### config.mk
export PLATFORM = sky130hd
export DESIGN_NAME = main_control_fsm
export DESIGN_NICKNAME = d
export VERILOG_FILES = /design/src/rtl/ctrl_pkg.sv /design/src/rtl/main_control_opdec.sv /design/src/rtl/main_control_fsm.sv
export SDC_FILE = /design/constraint.sdc
export NUM_CORES = 1
export LEC_CHECK = 0
export ABC_CLOCK_PERIOD_IN_PS = 1600
export BUFFER_PORTS_ARGS = -buffer_cell sky130_fd_sc_hd__buf_2
export CELL_PAD_IN_SITES_DETAIL_PLACEMENT = 2
export CELL_PAD_IN_SITES_GLOBAL_PLACEMENT = 2
export CORE_MARGIN = 2
export CORE_UTILIZATION = 21
export CTS_BUF_LIST = sky130_fd_sc_hd__clkbuf_4 sky130_fd_sc_hd__clkbuf_8 sky130_fd_sc_hd__clkbuf_16
export CTS_CLUSTER_DIAMETER = 60
export DETAILED_ROUTE_END_ITERATION = 8
export PLACE_DENSITY = 0.72
export RECOVER_POWER = 25
export SLEW_MARGIN = 0
export SYNTH_ARGS = -nofsm -noshare
export SYNTH_HDL_FRONTEND = slang
export SYNTH_SLANG_ARGS = --single-unit
### constraint.sdc
create_clock -name clk -period 1.6 [get_ports clk]
set_input_delay 0.32 -clock clk [delete_from_list [all_inputs] [get_ports clk]]
set_output_delay 0.32 -clock clk [all_outputs]
set_load 0.05 [all_outputs]
### src/rtl/ctrl_pkg.sv
`default_nettype none
// ============================================================================
// Package     : ctrl_pkg
// Description : Shared definitions for the multicycle main controller:
//               state encoding, opcode constants, ALUOp codes and ALU
//               source-select codes.
// Config      : MAIN_CONTROL_IMM_EN -- when defined, adds the EXECUTE_I
//               state used by I-type ALU instructions (opcode 0010011).
// Revision    : 1.0 -- initial release
// ============================================================================
package ctrl_pkg;

  // Encodings are pinned so state_dbg reads the same with or without the
  // immediate feature; code 8 is simply unused when EXECUTE_I is absent.
  typedef enum logic [3:0] {
    IDLE      = 4'd0,
    FETCH     = 4'd1,
    DECODE    = 4'd2,
    MEM_ADDR  = 4'd3,
    MEM_READ  = 4'd4,
    MEM_WB    = 4'd5,
    MEM_WRITE = 4'd6,
    EXECUTE_R = 4'd7,
`ifdef MAIN_CONTROL_IMM_EN
    EXECUTE_I = 4'd8,
`endif
    ALU_WB    = 4'd9,
    BRANCH    = 4'd10,
    ILLEGAL   = 4'd11
  } state_t;

  localparam logic [6:0] OP_LOAD   = 7'b0000011;
  localparam logic [6:0] OP_STORE  = 7'b0100011;
  localparam logic [6:0] OP_RTYPE  = 7'b0110011;
  localparam logic [6:0] OP_BRANCH = 7'b1100011;
  localparam logic [6:0] OP_IMM    = 7'b0010011;

  localparam logic [1:0] ALUOP_ADD  = 2'b00;
  localparam logic [1:0] ALUOP_SUB  = 2'b01;
  localparam logic [1:0] ALUOP_FUNC = 2'b10;

  localparam logic       ALU_SRC_A_PC   = 1'b0;
  localparam logic       ALU_SRC_A_REG  = 1'b1;
  localparam logic [1:0] ALU_SRC_B_REG  = 2'b00;
  localparam logic [1:0] ALU_SRC_B_FOUR = 2'b01;
  localparam logic [1:0] ALU_SRC_B_IMM  = 2'b10;

endpackage : ctrl_pkg
`default_nettype wire

### src/rtl/main_control_opdec.sv
`default_nettype none
// ============================================================================
// Module      : main_control_opdec
// Description : Combinational opcode decoder giving the state that follows
//               DECODE. Unsupported opcodes map to ILLEGAL.
// Ports       : opcode      in  [6:0] instruction register bits [6:0]
//               decode_next out state_t next state out of DECODE
// Config      : MAIN_CONTROL_IMM_EN -- opcode 0010011 maps to EXECUTE_I
//               when defined, otherwise to ILLEGAL.
// Revision    : 1.0 -- initial release
// ============================================================================
module main_control_opdec
  import ctrl_pkg::*;
(
  input  logic [6:0] opcode,
  output state_t     decode_next
);

  always_comb begin
    decode_next = ILLEGAL;
    case (opcode)
      OP_LOAD,
      OP_STORE:  decode_next = MEM_ADDR;
      OP_RTYPE:  decode_next = EXECUTE_R;
      OP_BRANCH: decode_next = BRANCH;
`ifdef MAIN_CONTROL_IMM_EN
      OP_IMM:    decode_next = EXECUTE_I;
`endif
      default:   decode_next = ILLEGAL;
    endcase
  end

endmodule : main_control_opdec
`default_nettype wire

### src/rtl/main_control_fsm.sv
`default_nettype none
// ============================================================================
// Module      : main_control_fsm
// Description : Moore main controller for a multicycle datapath. Sequences
//               fetch, decode, memory, ALU and branch steps and drives the
//               datapath strobes. Only the FETCH write-enables and the
//               MEM_WRITE retire pulse are gated by mem_ready.
// Ports       : clk, rst_n (async, active-low)
//               opcode[6:0]  instruction opcode (sampled in DECODE/MEM_ADDR)
//               zero         ALU zero flag (consumed by the datapath only)
//               mem_ready    memory handshake
//               alu_op[1:0], alu_src_a, alu_src_b[1:0]   ALU controls
//               pc_write, pc_write_cond, pc_source, ir_write, i_or_d,
//               mem_read, mem_write, mem_to_reg, reg_write datapath strobes
//               instr_done   retire pulse; illegal  unsupported-opcode flag
//               state_dbg[3:0] encoded current state
// Config      : MAIN_CONTROL_IMM_EN -- enables the EXECUTE_I path.
// Revision    : 1.0 -- initial release
// ============================================================================
module main_control_fsm
  import ctrl_pkg::*;
(
  input  logic       clk,
  input  logic       rst_n,
  input  logic [6:0] opcode,
  input  logic       zero,
  input  logic       mem_ready,
  output logic [1:0] alu_op,
  output logic       alu_src_a,
  output logic [1:0] alu_src_b,
  output logic       pc_write,
  output logic       pc_write_cond,
  output logic       pc_source,
  output logic       ir_write,
  output logic       i_or_d,
  output logic       mem_read,
  output logic       mem_write,
  output logic       mem_to_reg,
  output logic       reg_write,
  output logic       instr_done,
  output logic       illegal,
  output logic [3:0] state_dbg
);

  state_t state;
  state_t next_state;
  state_t decode_next;

  // The zero flag is ANDed with pc_write_cond in the datapath, not here.
  logic unused_zero;
  assign unused_zero = zero;

  main_control_opdec u_opdec (
    .opcode      (opcode),
    .decode_next (decode_next)
  );

  // Async reset parks the FSM in IDLE; since every output decodes from the
  // state, this also clears all strobes (and illegal) immediately.
  always_ff @(posedge clk or negedge rst_n) begin
    if (!rst_n) begin
      state <= IDLE;
    end else begin
      state <= next_state;
    end
  end

  always_comb begin
    next_state    = state;
    alu_op        = ALUOP_ADD;
    alu_src_a     = ALU_SRC_A_PC;
    alu_src_b     = ALU_SRC_B_REG;
    pc_write      = 1'b0;
    pc_write_cond = 1'b0;
    pc_source     = 1'b0;
    ir_write      = 1'b0;
    i_or_d        = 1'b0;
    mem_read      = 1'b0;
    mem_write     = 1'b0;
    mem_to_reg    = 1'b0;
    reg_write     = 1'b0;
    instr_done    = 1'b0;
    illegal       = 1'b0;

    case (state)
      IDLE: begin
        next_state = FETCH;
      end

      FETCH: begin
        // PC+4 is computed every FETCH cycle but only committed (together
        // with the IR load) in the cycle the memory delivers the word.
        mem_read  = 1'b1;
        alu_src_b = ALU_SRC_B_FOUR;
        ir_write  = mem_ready;
        pc_write  = mem_ready;
        if (mem_ready) next_state = DECODE;
      end

      DECODE: begin
        // Branch target PC+imm is precomputed into ALUOut here.
        alu_src_b  = ALU_SRC_B_IMM;
        next_state = decode_next;
      end

      MEM_ADDR: begin
        alu_src_a  = ALU_SRC_A_REG;
        alu_src_b  = ALU_SRC_B_IMM;
        next_state = (opcode == OP_STORE) ? MEM_WRITE : MEM_READ;
      end

      MEM_READ: begin
        mem_read = 1'b1;
        i_or_d   = 1'b1;
        if (mem_ready) next_state = MEM_WB;
      end

      MEM_WB: begin
        reg_write  = 1'b1;
        mem_to_reg = 1'b1;
        instr_done = 1'b1;
        next_state = FETCH;
      end

      MEM_WRITE: begin
        // A store retires in the cycle its write is accepted.
        mem_write  = 1'b1;
        i_or_d     = 1'b1;
        instr_done = mem_ready;
        if (mem_ready) next_state = FETCH;
      end

      EXECUTE_R: begin
        alu_src_a  = ALU_SRC_A_REG;
        alu_src_b  = ALU_SRC_B_REG;
        alu_op     = ALUOP_FUNC;
        next_state = ALU_WB;
      end

`ifdef MAIN_CONTROL_IMM_EN
      EXECUTE_I: begin
        alu_src_a  = ALU_SRC_A_REG;
        alu_src_b  = ALU_SRC_B_IMM;
        alu_op     = ALUOP_FUNC;
        next_state = ALU_WB;
      end
`endif

      ALU_WB: begin
        reg_write  = 1'b1;
        instr_done = 1'b1;
        next_state = FETCH;
      end

      BRANCH: begin
        alu_src_a     = ALU_SRC_A_REG;
        alu_src_b     = ALU_SRC_B_REG;
        alu_op        = ALUOP_SUB;
        pc_write_cond = 1'b1;
        pc_source     = 1'b1;
        instr_done    = 1'b1;
        next_state    = FETCH;
      end

      ILLEGAL: begin
        // Terminal until reset.
        illegal = 1'b1;
      end

      default: begin
        // Unused encodings fall back to IDLE and restart fetching.
        next_state = IDLE;
      end
    endcase
  end

  assign state_dbg = state;

endmodule : main_control_fsm
`default_nettype wire

* Word level (Yosys, flattened, before mapping)
Cells that the tools add are included.
W data, S select, Z words.
** Storage, ports and cells
- Flip-flop bits (word level) :: 4
- Word-level logic and storage cells :: 47
- Output and inout port bits :: 20
- Bits of input ports :: 11
** Operators by class
- Equal/unequal tests :: 17
- Bitwise logic cells :: 1
- Reduce and logical (&&, ||, !) cells :: 10
- Muxes and demuxes :: 18
** Operators by type and width (number)
- $pmux W4 S8 :: 1
- $eq A4 B3 Y1 const B :: 4
- $eq A7 B6 Y1 const B :: 2
- $eq A4 B4 Y1 const B :: 3
- $mux W4 :: 3
- $pmux W4 S3 :: 1
- $reduce_or A2 Y1 :: 5
- $mux W1 :: 9
- $eq A4 B2 Y1 const B :: 2
- $pmux W2 S2 :: 2
- $eq A7 B2 Y1 const B :: 1
- $eq A7 B7 Y1 const B :: 1
- $ne A2 B2 Y1 const B :: 3
- $reduce_or A3 Y1 :: 2
- $eq A4 B1 Y1 const B :: 1
- $logic_not A4 Y1 :: 1
- $reduce_and A4 Y1 :: 1
- $reduce_or A4 Y1 :: 1
- $mux W2 :: 1
- $pmux W1 S2 :: 1
- $not A1 Y1 :: 1

* Depth between registers and ports, before layout
Gate-level depths: netlist (run 1).
- Depth after elaboration :: 4
- Gate-level depth with buffers :: 5
- Depth with buffers taken out :: 3

* Cells and area by module
A second synthesis (run 1) with hierarchy kept.
** Unflattened totals
- Cell total of the unflattened synthesis :: 74
- Area, all modules :: 498.0 sq um
** Modules (own cells, without submodules)
- main_control_fsm :: instances 1, sequential area each 100.1 sq um, cells each 66, area each 441.7 sq um
- main_control_opdec :: instances 1, sequential area each 0.0 sq um, cells each 8, area each 56.3 sq um

* Worst setup path after synthesis (run 1)
Ideal clock, no wire load.
- Kind :: register -> output
- From :: register state[0], in the netlist state_dbg[0]
- To :: output pc_write
- Buffers on the path :: 2
- Arrival :: 2.468 ns
- Cell stages (with the launch flop) :: 5
- Slack :: -1.188 ns
- Cell sequence :: dfrtp_1 > buf_6 > nand3b_2 > nor3_1 > buf_4
** Between the ends
- Longest elaborated chain between the ends :: 2
** Ends and longest elaborated chain
- start, declared :: line main_control_fsm.sv:45 : state_t state;
- start signal, assigned :: line main_control_fsm.sv:64 : state <= next_state;
- $eq A4 B1 Y1
- $mux W1
- end, declared :: line main_control_fsm.sv:31 : output logic pc_write,
No other way between the ends.

* Final worst setup path (run 1)
- From :: register state[3], in the netlist state_dbg[3]
- To :: output reg_write
** Between the ends
- Longest elaborated chain between the ends :: 3
** Ends and longest elaborated chain
- $eq A4 B4 Y1 / $eq A4 B3 Y1 (equally long branches) :: line main_control_fsm.sv:85 : case (state)
- $reduce_or A2 Y1 (no line) (*)
- $mux W1 (*) :: line main_control_fsm.sv:85
- end, declared :: line main_control_fsm.sv:39 : output logic reg_write,
Mark *: on every way between the ends. The rest lies on a longest branch, timed or not.

==> results.txt, run 1 <==
last weighted congestion value of the routability-driven placer: 0.714
clk_lat worst skew: 0.25 ns
area used by sequential logic in the layout: 105 µm²
average instance area after synthesis: 7.89 µm²
clock skew: 0.00666 ns
area of the core: 0.00225 mm²
Hold Crit Endpoint: state_dbg[2]$_DFFE_PN0P_
detailed-route wire length per cell: 17.0 µm
overall overflow remaining after global route: 0
number of H-tree branching levels: 1
xor/xnor cell area share of the yosys netlist: 3.41%
proportion of power drawn by flip-flops and latches: 9.0%
final WL: 2.31 mm
critical path cell sequence: nor2b_4 -> o21ai_2 -> buf_4 -> nor2_4 -> buf_6
Final Total Pwr: 2.62 mW
number of library cell types mapped by synthesis: 32
number of synthesized register bits: 4
final cycle utilization of the critical path: 107%
number of cell instances on the worst register-to-register path: 4
CP startpoint kind: flop
maximum fanout count along the critical path: 7
cell type of the slowest stage on the worst timing path: sky130_fd_sc_hd__dfrtp_2
overall routing resource usage: 19.2%
internal power of the cells: 1.17 mW
TritonCTS clock tree: built
Leakage: 0.456 nW
Filler Cell Count: 246
total of warnings raised by yosys: 0
post-detail-place hpwl: 1.46 mm
Critical Setup Path Class: flop to output pin
ratio of total power to cell area: 2410 mW/mm²
cells taking the most area after synthesis: sky130_fd_sc_hd__dfrtp_1, sky130_fd_sc_hd__nand2b_1, sky130_fd_sc_hd__nor2_1, sky130_fd_sc_hd__buf_4, sky130_fd_sc_hd__nor2b_1
first-pass detailed-route iteration total: 4
path type of the worst min-delay path: input port to flop
share of the synthesized area in compound gates (AO/OA/AOI/OAI): 19.3%
slack of the worst reg-to-reg path: 0.29 ns
Final WS setup: -0.115 ns
number of nets with antenna violations after detailed routing: 0
post-place setup slack: 0.0565 ns
Seq/Total Area, Yosys: 19.5%
library cell with the highest instance count after synthesis: sky130_fd_sc_hd__nor2_1
simple-gate share of the synthesized area: 41.5%
maximum buffer depth of the clock tree: 2
worst flop-to-flop path startpoint: state_dbg[1]$_DFFE_PN0P_
worst reg2reg endpoint: state_dbg[2]$_DFFE_PN0P_
detailed-route DRC error count: 0
flip-flop count of the largest register after layout: 4
result of the run: complete, but fails checks
longest individual stage delay on the worst path: 0.47 ns
Buffers on Ports: 29
starting utilization of the core area: 22.8%
fraction of power consumed by combinational cells: 85.8%
final setup violating endpoints: 14
largest family of logic cells by synthesized area: simple AND/OR/NAND/NOR gates
post-synthesis mux area share: 4.15%
post-synth top area share: 19.5%
top cells by instance count after synthesis: sky130_fd_sc_hd__nor2_1, sky130_fd_sc_hd__nand2b_1
Worst Hold Slack: 0.400 ns
Synth Area in Adders: 0%
number of violations reported at the end of detailed-routing iteration 0: 3
required time of the critical path: 1.28 ns
post-synthesis net count: 76
worst slew pin tran: 0.265 ns
average via count per standard cell: 4.87
net switching power of the design: 1.45 mW
Layout Area Growth over Synthesis: 112%
top-level port count: 31
maximum number of pins on one net before global-route repair: 9
TritonCTS Buffers: 3
Worst IR Drop VDD: 1.09 mV
min Tclk post-route: 1.72 ns
CTS Root Buffer Type: sky130_fd_sc_hd__clkbuf_4
number of synthesized flops with an enable pin: 0
highest clock rate: 583 MHz
Antenna Cells: 0
WP data arrival: 1.40 ns
RSZ-0062 raised after global routing: yes
library cell occupying the most area in the post-synthesis netlist: sky130_fd_sc_hd__dfrtp_1
multi-input logic area: 508 µm²
total of max-cap violations: 0
cell area after technology mapping: 513 µm²
number of global-route vias before repair: 740
switching power as a share of total power: 55.4%
cell row count: 17
Die Span X: 53.4 µm
die area: 0.00285 mm²
first-pass GRT wire length: 3.66 mm
ratio of cells with drive above 1 in the final layout: 76.9%
Main synth FF type: sky130_fd_sc_hd__dfrtp_1
Synth Instances: 65
clock share of power: 5.3%
number of max-slew violations in the final report: 0
Hold Fails Final Rpt: 0
violated checks: setup timing
number of antenna violations at the first check in global routing: 0
total clock sinks: 4
launch instance of the worst min-delay path: opcode[5]
clock edge transition at the registers on the reported setup and hold paths: 0.04 ns
FFs w/ async S/R, synth: 100%
CP endpoint kind: output pin
worst rel slew slack: 82.2%
Nets: 121
vertical extent of the die: 53.4 µm
via count of the routed design: 662
cell count of the worst hold path: 3
==> cell families (layout without fill, tap and decap cells) <==
kind of cell,after synthesis,count (layout)
flops,4,4
simple gates,36,36
buf+inv,8,51
compound gates,13,13
xor+xnor,2,2
mux,2,2
==> metal layers <==
| layer | part of all wire [%] | global-route usage [%] |
|---|---|---|
| met2 | 53 | 35.4 |
| met4 | 2.3 | 10.3 |
| met1 | 41 | 21.0 |
| met5 | 0 | 0 |
| met3 | 3.7 | 2.26 |
==> timing repair <==
action,in CTS,in global routing
hold buffers,1,0
buffers inserted,7,1
endpoints found under the hold margin,4,0
gates resized for setup,48,5
setup endpoints to repair,16,16
pin swaps,4,1
==> stage by stage <==
step / util (%) / TNS (ns) / instance area (µm²) / cells
detailed placement: 36.0 / 0 / 812 / 124
global route: 48.2 / -1.28 / 1090 / 136
floorplan: - / -2.06 / 628 / 65
global placement: 36.0 / 0 / 812 / 124
finish: 48.2 / -0.735 / 1090 / 136
CTS: 47.1 / -0.575 / 1060 / 135
==> cell type report <==
cell class	instances	share of cell area [%]
well taps	28	3.22
flip-flops and latches	4	9.67
clock buffers	3	2.07
repair buffers	48	38.3
multi-input cells	53	46.7
==> layout by cell type (no fill, tap or decap), types with 2 or more instances in the layout <==
master                      n
sky130_fd_sc_hd__clkbuf_4   3
sky130_fd_sc_hd__nor2_2     3
sky130_fd_sc_hd__nor2_4     6
sky130_fd_sc_hd__nand2b_2   2
sky130_fd_sc_hd__dfrtp_2    4
sky130_fd_sc_hd__nor2b_4    3
sky130_fd_sc_hd__o21ai_1    2
sky130_fd_sc_hd__nand2b_1   3
sky130_fd_sc_hd__buf_8      5
sky130_fd_sc_hd__buf_2     12
sky130_fd_sc_hd__buf_4     18
sky130_fd_sc_hd__a21oi_1    2
sky130_fd_sc_hd__buf_6     10
sky130_fd_sc_hd__nor3_4     2
==> worst max-delay path: cells and delay by family, from the launching register on <==
family / cells / cell delay [ns]
AOI/OAI and AO/OA: 1 / 0.18
and+or+nand+nor: 2 / 0.19
DFF: 1 / 0.47
buffers and inverters: 2 / 0.30
==> how the worst max path moves through the flow <==
stage,slack (ns),startpoint,end,depth (start not counted)
after global placement,0.08,state_dbg[2]$_DFFE_PN0P_,alu_op[0],4
after CTS,-0.07,state_dbg[3]$_DFFE_PN0P_,reg_write,5
after detailed placement,0.06,state_dbg[2]$_DFFE_PN0P_,alu_op[0],4
final,-0.12,state_dbg[3]$_DFFE_PN0P_,reg_write,5
after floorplan,-0.28,state_dbg[0]$_DFFE_PN0P_,pc_write,4
after global routing,-0.15,state_dbg[2]$_DFFE_PN0P_,reg_write,5
==> power groups by stage <==
stage	Sequential [mW]	Combinational, mW	Clock [mW]
after floorplan	0.346	1.23	0
after global routing	0.245	2.37	0.141
after detailed placement	0.221	1.73	0
after CTS	0.230	2.19	0.140
final	0.235	2.25	0.138
after global placement	0.219	1.69	0
No activity file was read; power rests on OpenSTA's default activity.
==> run 2: changes to the inputs <==
Settings changed: ABC_CLOCK_PERIOD_IN_PS 1600 to 1900.
Clock period 1.6 ns to 1.9 ns, I/O delays scaled along.
==> run 2 against run 1 <==
Against the previous run:
- the run now ends clean
- sequential cell count unchanged
- first-iteration DRC count up 67%
- via count down 11%
- design area down 29%
- non-clock buffer count down 14
- critical path depth down 1
- die area unchanged
- clock skew up 0.00086 ns
- critical path type unchanged
==> results.txt, run 2 (synthesis gave the netlist of run 1 again) <==
Hold Fails Final Rpt: 0 (unchanged)
number of max-slew violations in the final report: 0 (unchanged)
leading cell type in the layout, fill and taps excluded: sky130_fd_sc_hd__buf_2 (was sky130_fd_sc_hd__buf_4)
maximum buffer depth of the clock tree: 2 (unchanged)
Met1 Routed Length: 731 µm (was 949 µm)
overall overflow remaining after global route: 0 (unchanged)
maximum number of pins on one net before global-route repair: 16 (was 9)
CP startpoint kind: flop (unchanged)
maximum fanout count along the critical path: 9 (was 7)
origin of the worst setup path: state_dbg[2]$_DFFE_PN0P_ (was state_dbg[3]$_DFFE_PN0P_)
via count of the routed design: 586 (was 662)
buffer count from post-CTS setup fixing: 0 (was 7)
first-pass GRT wire length: 2.67 mm (was 3.66 mm)
cell row count: 17 (unchanged)
Hold Crit Endpoint: state_dbg[2]$_DFFE_PN0P_ (unchanged)
Nets: 107 (was 121)
result of the run: complete, no violations (was complete, but fails checks)
clock edge transition at the registers on the reported setup and hold paths: 0.03 ns (was 0.04 ns)
ratio of cells with drive above 1 in the final layout: 59.6% (was 76.9%)
Die Span X: 53.4 µm (unchanged)
detailed-route wire length per cell: 13.8 µm (was 17.0 µm)
met3 wirelength from detailed routing: 80 µm (was 86 µm)
Layout Area Growth over Synthesis: 50.2% (was 112%)
number of cell instances on the worst register-to-register path: 4 (unchanged)
Filler Cell Count: 284 (was 246)
number of violations reported at the end of detailed-routing iteration 0: 5 (was 3)
CP endpoint kind: output pin (unchanged)
total of max-cap violations: 0 (unchanged)
post-detail-place hpwl: 1.38 mm (was 1.46 mm)
CTS Root Buffer Type: sky130_fd_sc_hd__clkbuf_4 (unchanged)
Final WS setup: 0.0883 ns (was -0.115 ns)
commonest cells after routing, fill and taps aside: sky130_fd_sc_hd__buf_2, sky130_fd_sc_hd__nand2b_1, sky130_fd_sc_hd__clkbuf_4, sky130_fd_sc_hd__nor2_4, sky130_fd_sc_hd__buf_4 (was sky130_fd_sc_hd__buf_4, sky130_fd_sc_hd__buf_2, sky130_fd_sc_hd__buf_6, sky130_fd_sc_hd__nor2_4, sky130_fd_sc_hd__buf_8)
TritonCTS clock tree: built (unchanged)
starting utilization of the core area: 22.8% (unchanged)
die area: 0.00285 mm² (unchanged)
clock skew: 0.00752 ns (was 0.00666 ns)
area of the core: 0.00225 mm² (unchanged)
last weighted congestion value of the routability-driven placer: 0.683 (was 0.714)
launch instance of the worst min-delay path: opcode[5] (unchanged)
WP data arrival: 1.43 ns (was 1.40 ns)
first-pass detailed-route iteration total: 4 (unchanged)
min Tclk post-route: 1.81 ns
worst flop-to-flop path startpoint: state_dbg[0]$_DFFE_PN0P_ (was state_dbg[1]$_DFFE_PN0P_)
vertical extent of the die: 53.4 µm (unchanged)
detailed-route DRC error count: 0 (unchanged)
worst slew pin tran: 0.591 ns (was 0.265 ns)
number of H-tree branching levels: 1 (unchanged)
Worst Hold Slack: 0.443 ns (was 0.400 ns)
flip-flop count of the largest register after layout: 4 (unchanged)
Antenna Cells: 0 (unchanged)
average via count per standard cell: 4.80 (was 4.87)
top-level port count: 31 (unchanged)
cell count of the worst hold path: 3 (unchanged)
worst reg2reg endpoint: state_dbg[2]$_DFFE_PN0P_ (unchanged)
overall routing resource usage: 13.3% (was 19.2%)
final WL: 1.68 mm (was 2.31 mm)
WL met2: 870 µm (was 1.22 mm)
slack of the worst reg-to-reg path: 0.59 ns (was 0.29 ns)
highest clock rate: 552 MHz
final cycle utilization of the critical path: 95.4%
number of antenna violations at the first check in global routing: 0 (unchanged)
required time of the critical path: 1.52 ns (was 1.28 ns)
worst rel slew slack: 60.7% (was 82.2%)
Buffers on Ports: 29 (unchanged)
post-place setup slack: 0.221 ns (was 0.0565 ns)
Critical Setup Path Class: flop to output pin (unchanged)
number of global-route vias before repair: 575 (was 740)
number of nets with antenna violations after detailed routing: 0 (unchanged)
TritonCTS Buffers: 3 (unchanged)
total clock sinks: 4 (unchanged)
final setup violating endpoints: 0 (was 14)
path type of the worst min-delay path: input port to flop (unchanged)
DR top layer: met3 (was met4)
clk_lat worst skew: 0.24 ns (was 0.25 ns)
RSZ-0062 raised after global routing: no (was yes)
[run 2: timing repair]
item,4_1_cts,5_1_grt
setup endpoints to repair,1,2
hold buffers,1,0
resized for setup,2,2
hold endpoints to repair,4,0
[run 2: critical path, cell delays in order (launching register included)]
cell and delay (ns):
sky130_fd_sc_hd__dfrtp_2 0.45, sky130_fd_sc_hd__nor2b_1 0.23, sky130_fd_sc_hd__a21oi_1 0.11, sky130_fd_sc_hd__o22ai_2 0.13
sky130_fd_sc_hd__buf_2 0.28
[run 2: final cells by class]
cell class / instances / area [µm²] / share of cell area (%)
multi-input combinational: 53 / 422 / 54.7
tap: 28 / 35.0 / 4.55
sequential: 4 / 104 / 13.5
timing repair buffer: 34 / 188 / 24.4
clock buffer: 3 / 22.5 / 2.92
[run 2: worst max-delay path by stage]
stage | slack [ns] | end | depth (start not counted)
6_report | 0.09 | instr_done | 4
5_1_grt | 0.005 | alu_op[1] | 4
4_1_cts | 0.05 | alu_src_b[1] | 4
3_5_place_dp | 0.22 | instr_done | 4
3_3_place_gp | 0.24 | instr_done | 4
2_1_floorplan | -0.14 | pc_write | 3
[run 2: through the flow]
stage,setup TNS [ns],area [µm²],utilization [%],cells
after detailed placement,0,731,32.4,118
after floorplan,-0.743,583,-,65
after global routing,0,771,34.2,122
after global placement,0,731,32.4,118
after CTS,0,768,34.1,122
final,0,771,34.2,122
[run 2: metal layers]
| metal | GRT usage [%] | up-vias |
|---|---|---|
| met2 | 23.5 | 18 |
| li1 | - | 285 |
| met5 | 0 | - |
| met1 | 16.2 | 283 |
| met3 | 5.08 | 0 |
| met4 | 0 | 0 |
Power of run 2 is left out: the tool's default activity adds up to more than one toggle a clock period on the data nets, which glitch-free logic cannot reach.
==> run 3: changes to the inputs <==
Settings changed: CELL_PAD_IN_SITES_DETAIL_PLACEMENT 2 to unset, CELL_PAD_IN_SITES_GLOBAL_PLACEMENT 2 to unset, CORE_UTILIZATION 21 to 35, PLACE_DENSITY 0.72 to 0.63.
==> run 3 against run 2 <==
Against the previous run:
- clock skew decreased by 0.0065 ns
- design area is 0.49% lower
- critical path depth is the same
- clock-buffer cell count up 1
- wire length down 12%
- die area decreased by 37%
- first-iteration DRC count up 100%
- cell count shrank 9.0%
==> results.txt, run 3 (synthesis gave the netlist of run 1 again) <==
result of the run: complete, no violations (unchanged)
min Tclk post-route: 1.80 ns (was 1.81 ns)
cell row count: 13 (was 17)
Buffers on Ports: 29 (unchanged)
Met1 Routed Length: 582 µm (was 731 µm)
critical path cell sequence: buf_4 -> nand2b_1 -> nor2_2 -> buf_2 (was nor2b_1 -> a21oi_1 -> o22ai_2 -> buf_2)
vertical extent of the die: 42.3 µm (was 53.4 µm)
number of H-tree branching levels: 1 (unchanged)
final setup TNS: 0 ns (unchanged)
via count of the routed design: 599 (was 586)
Layout Area Growth over Synthesis: 49.5% (was 50.2%)
clock skew: 0.00103 ns (was 0.00752 ns)
total clock sinks: 4 (unchanged)
slack of the worst reg-to-reg path: 0.60 ns (was 0.59 ns)
maximum number of pins on one net before global-route repair: 16 (unchanged)
number of antenna violations at the first check in global routing: 0 (unchanged)
overall overflow remaining after global route: 0 (unchanged)
highest clock rate: 557 MHz (was 552 MHz)
final cycle utilization of the critical path: 94.5% (was 95.4%)
last weighted congestion value of the routability-driven placer: 0.748 (was 0.683)
flip-flop count of the largest register after layout: 4 (unchanged)
Hold Fails Final Rpt: 0 (unchanged)
DR top layer: met4 (was met3)
worst flop-to-flop path startpoint: state_dbg[1]$_DFFE_PN0P_ (was state_dbg[0]$_DFFE_PN0P_)
maximum fanout count along the critical path: 11 (was 9)
cell type of the slowest stage on the worst timing path: sky130_fd_sc_hd__dfrtp_2 (unchanged)
met3 wirelength from detailed routing: 85 µm (was 80 µm)
total of max-cap violations: 0 (unchanged)
longest individual stage delay on the worst path: 0.43 ns (was 0.45 ns)
ratio of cells with drive above 1 in the final layout: 60.4% (was 59.6%)
number of cell instances on the worst register-to-register path: 4 (unchanged)
CTS Root Buffer Type: sky130_fd_sc_hd__clkbuf_4 (unchanged)
cell count of the worst hold path: 3 (unchanged)
worst rel slew slack: 76.1% (was 60.7%)
TritonCTS clock tree: built (unchanged)
family of cells with the greatest summed delay on the critical path: buffers and inverters (was flip-flops)
overall routing resource usage: 18.5% (was 13.3%)
worst path bufs/invs: 2 (was 1)
first-pass detailed-route iteration total: 4 (unchanged)
number of max-slew violations in the final report: 0 (unchanged)
clock edge transition at the registers on the reported setup and hold paths: 0.04 ns (was 0.03 ns)
detailed-route wire length per cell: 13.3 µm (was 13.8 µm)
maximum buffer depth of the clock tree: 2 (unchanged)
TritonCTS Buffers: 3 (unchanged)
launch instance of the worst min-delay path: opcode[5] (unchanged)
origin of the worst setup path: state_dbg[3]$_DFFE_PN0P_ (was state_dbg[2]$_DFFE_PN0P_)
Die Span X: 42.3 µm (was 53.4 µm)
commonest cells after routing, fill and taps aside: sky130_fd_sc_hd__buf_2, sky130_fd_sc_hd__nand2b_1, sky130_fd_sc_hd__clkbuf_4, sky130_fd_sc_hd__nor2_4, sky130_fd_sc_hd__buf_4 (unchanged)
first-pass GRT wire length: 2.59 mm (was 2.67 mm)
Nets: 108 (was 107)
top-level port count: 31 (unchanged)
Critical Setup Path Class: flop to output pin (unchanged)
worst reg2reg endpoint: state_dbg[2]$_DFFE_PN0P_ (unchanged)
clk_lat worst skew: 0.24 ns (about the same)
area of the core: 0.00133 mm² (was 0.00225 mm²)
number of nets with antenna violations after detailed routing: 0 (unchanged)
WP data arrival: 1.42 ns (was 1.43 ns)
WL met2: 788 µm (was 870 µm)
leading cell type in the layout, fill and taps excluded: sky130_fd_sc_hd__buf_2 (unchanged)
average via count per standard cell: 5.40 (was 4.80)
Hold Crit Endpoint: state_dbg[2]$_DFFE_PN0P_ (unchanged)
worst slew pin tran: 0.359 ns (was 0.591 ns)
Antenna Cells: 0 (unchanged)
RSZ-0062 raised after global routing: no (unchanged)
required time of the critical path: 1.52 ns (about the same)
buffer count from post-CTS setup fixing: 0 (unchanged)
CP endpoint kind: output pin (unchanged)
die area: 0.00179 mm² (was 0.00285 mm²)
detailed-route DRC error count: 0 (unchanged)
path type of the worst min-delay path: input port to flop (unchanged)
number of global-route vias before repair: 593 (was 575)
final setup violating endpoints: 0 (unchanged)
CP startpoint kind: flop (unchanged)
number of violations reported at the end of detailed-routing iteration 0: 10 (was 5)
final WL: 1.48 mm (was 1.68 mm)
post-detail-place hpwl: 1.13 mm (was 1.38 mm)
starting utilization of the core area: 38.5% (was 22.8%)
run 3: cell types whose count changed in the layout (fill, tap and decap cells not counted), sizes merged:
cell,change
buf,+1
clkbuf,+1
run 3: what timing repair did:
| item | CTS | global route |
|---|---|---|
| hold endpoints to repair | 4 | 0 |
| setup endpoints to repair | 0 | 3 |
| hold buffers | 1 | 0 |
| resized for setup | 0 | 4 |
run 3: worst max-delay path by stage:
stage                       to  slack, ns  cells after the start
finish                 illegal       0.10                      4
CTS                 instr_done       0.01                      4
detailed placement  instr_done       0.26                      4
floorplan             pc_write      -0.14                      3
global placement    instr_done       0.29                      4
global route           illegal      0.006                      4
run 3: per-layer routing:
layer  vias up  track usage [%]
met5         -                0
met4         0             9.38
met3         2             1.72
met2        24             32.3
met1       284             22.3
li1        289                -
run 3: area by class of cell:
| type | instances | area [µm²] |
|---|---|---|
| fillers | 137 | 567 |
| multi-input cells | 53 | 422 |
| repair buffers | 35 | 193 |
| clock buffers | 4 | 30.0 |
| flip-flops and latches | 4 | 104 |
| well taps | 15 | 18.8 |
run 3: through the flow:
| stage | std cells | hold slack [ns] | util (%) | cell area [µm²] | worst slack [ns] |
|---|---|---|---|---|---|
| 2_1_floorplan | 65 | 0.0844 | - | 583 | -0.141 |
| 3_3_place_gp | 106 | 0.186 | 54.1 | 722 | 0.292 |
| 3_5_place_dp | 106 | 0.189 | 54.1 | 722 | 0.260 |
| 4_1_cts | 111 | 0.440 | 57.1 | 762 | 0.0103 |
| 5_1_grt | 111 | 0.465 | 57.5 | 767 | 0.00553 |
| 6_report | 111 | 0.446 | 57.5 | 767 | 0.104 |
run 3: worst reg2reg max path: cells and delay by family (launching register included):
kind            cells  cell delay [ns]
compound gates      2             0.31
buf+inv             1             0.19
mux                 1             0.27
flops               1             0.45
Power of run 3 is left out for the same reason.
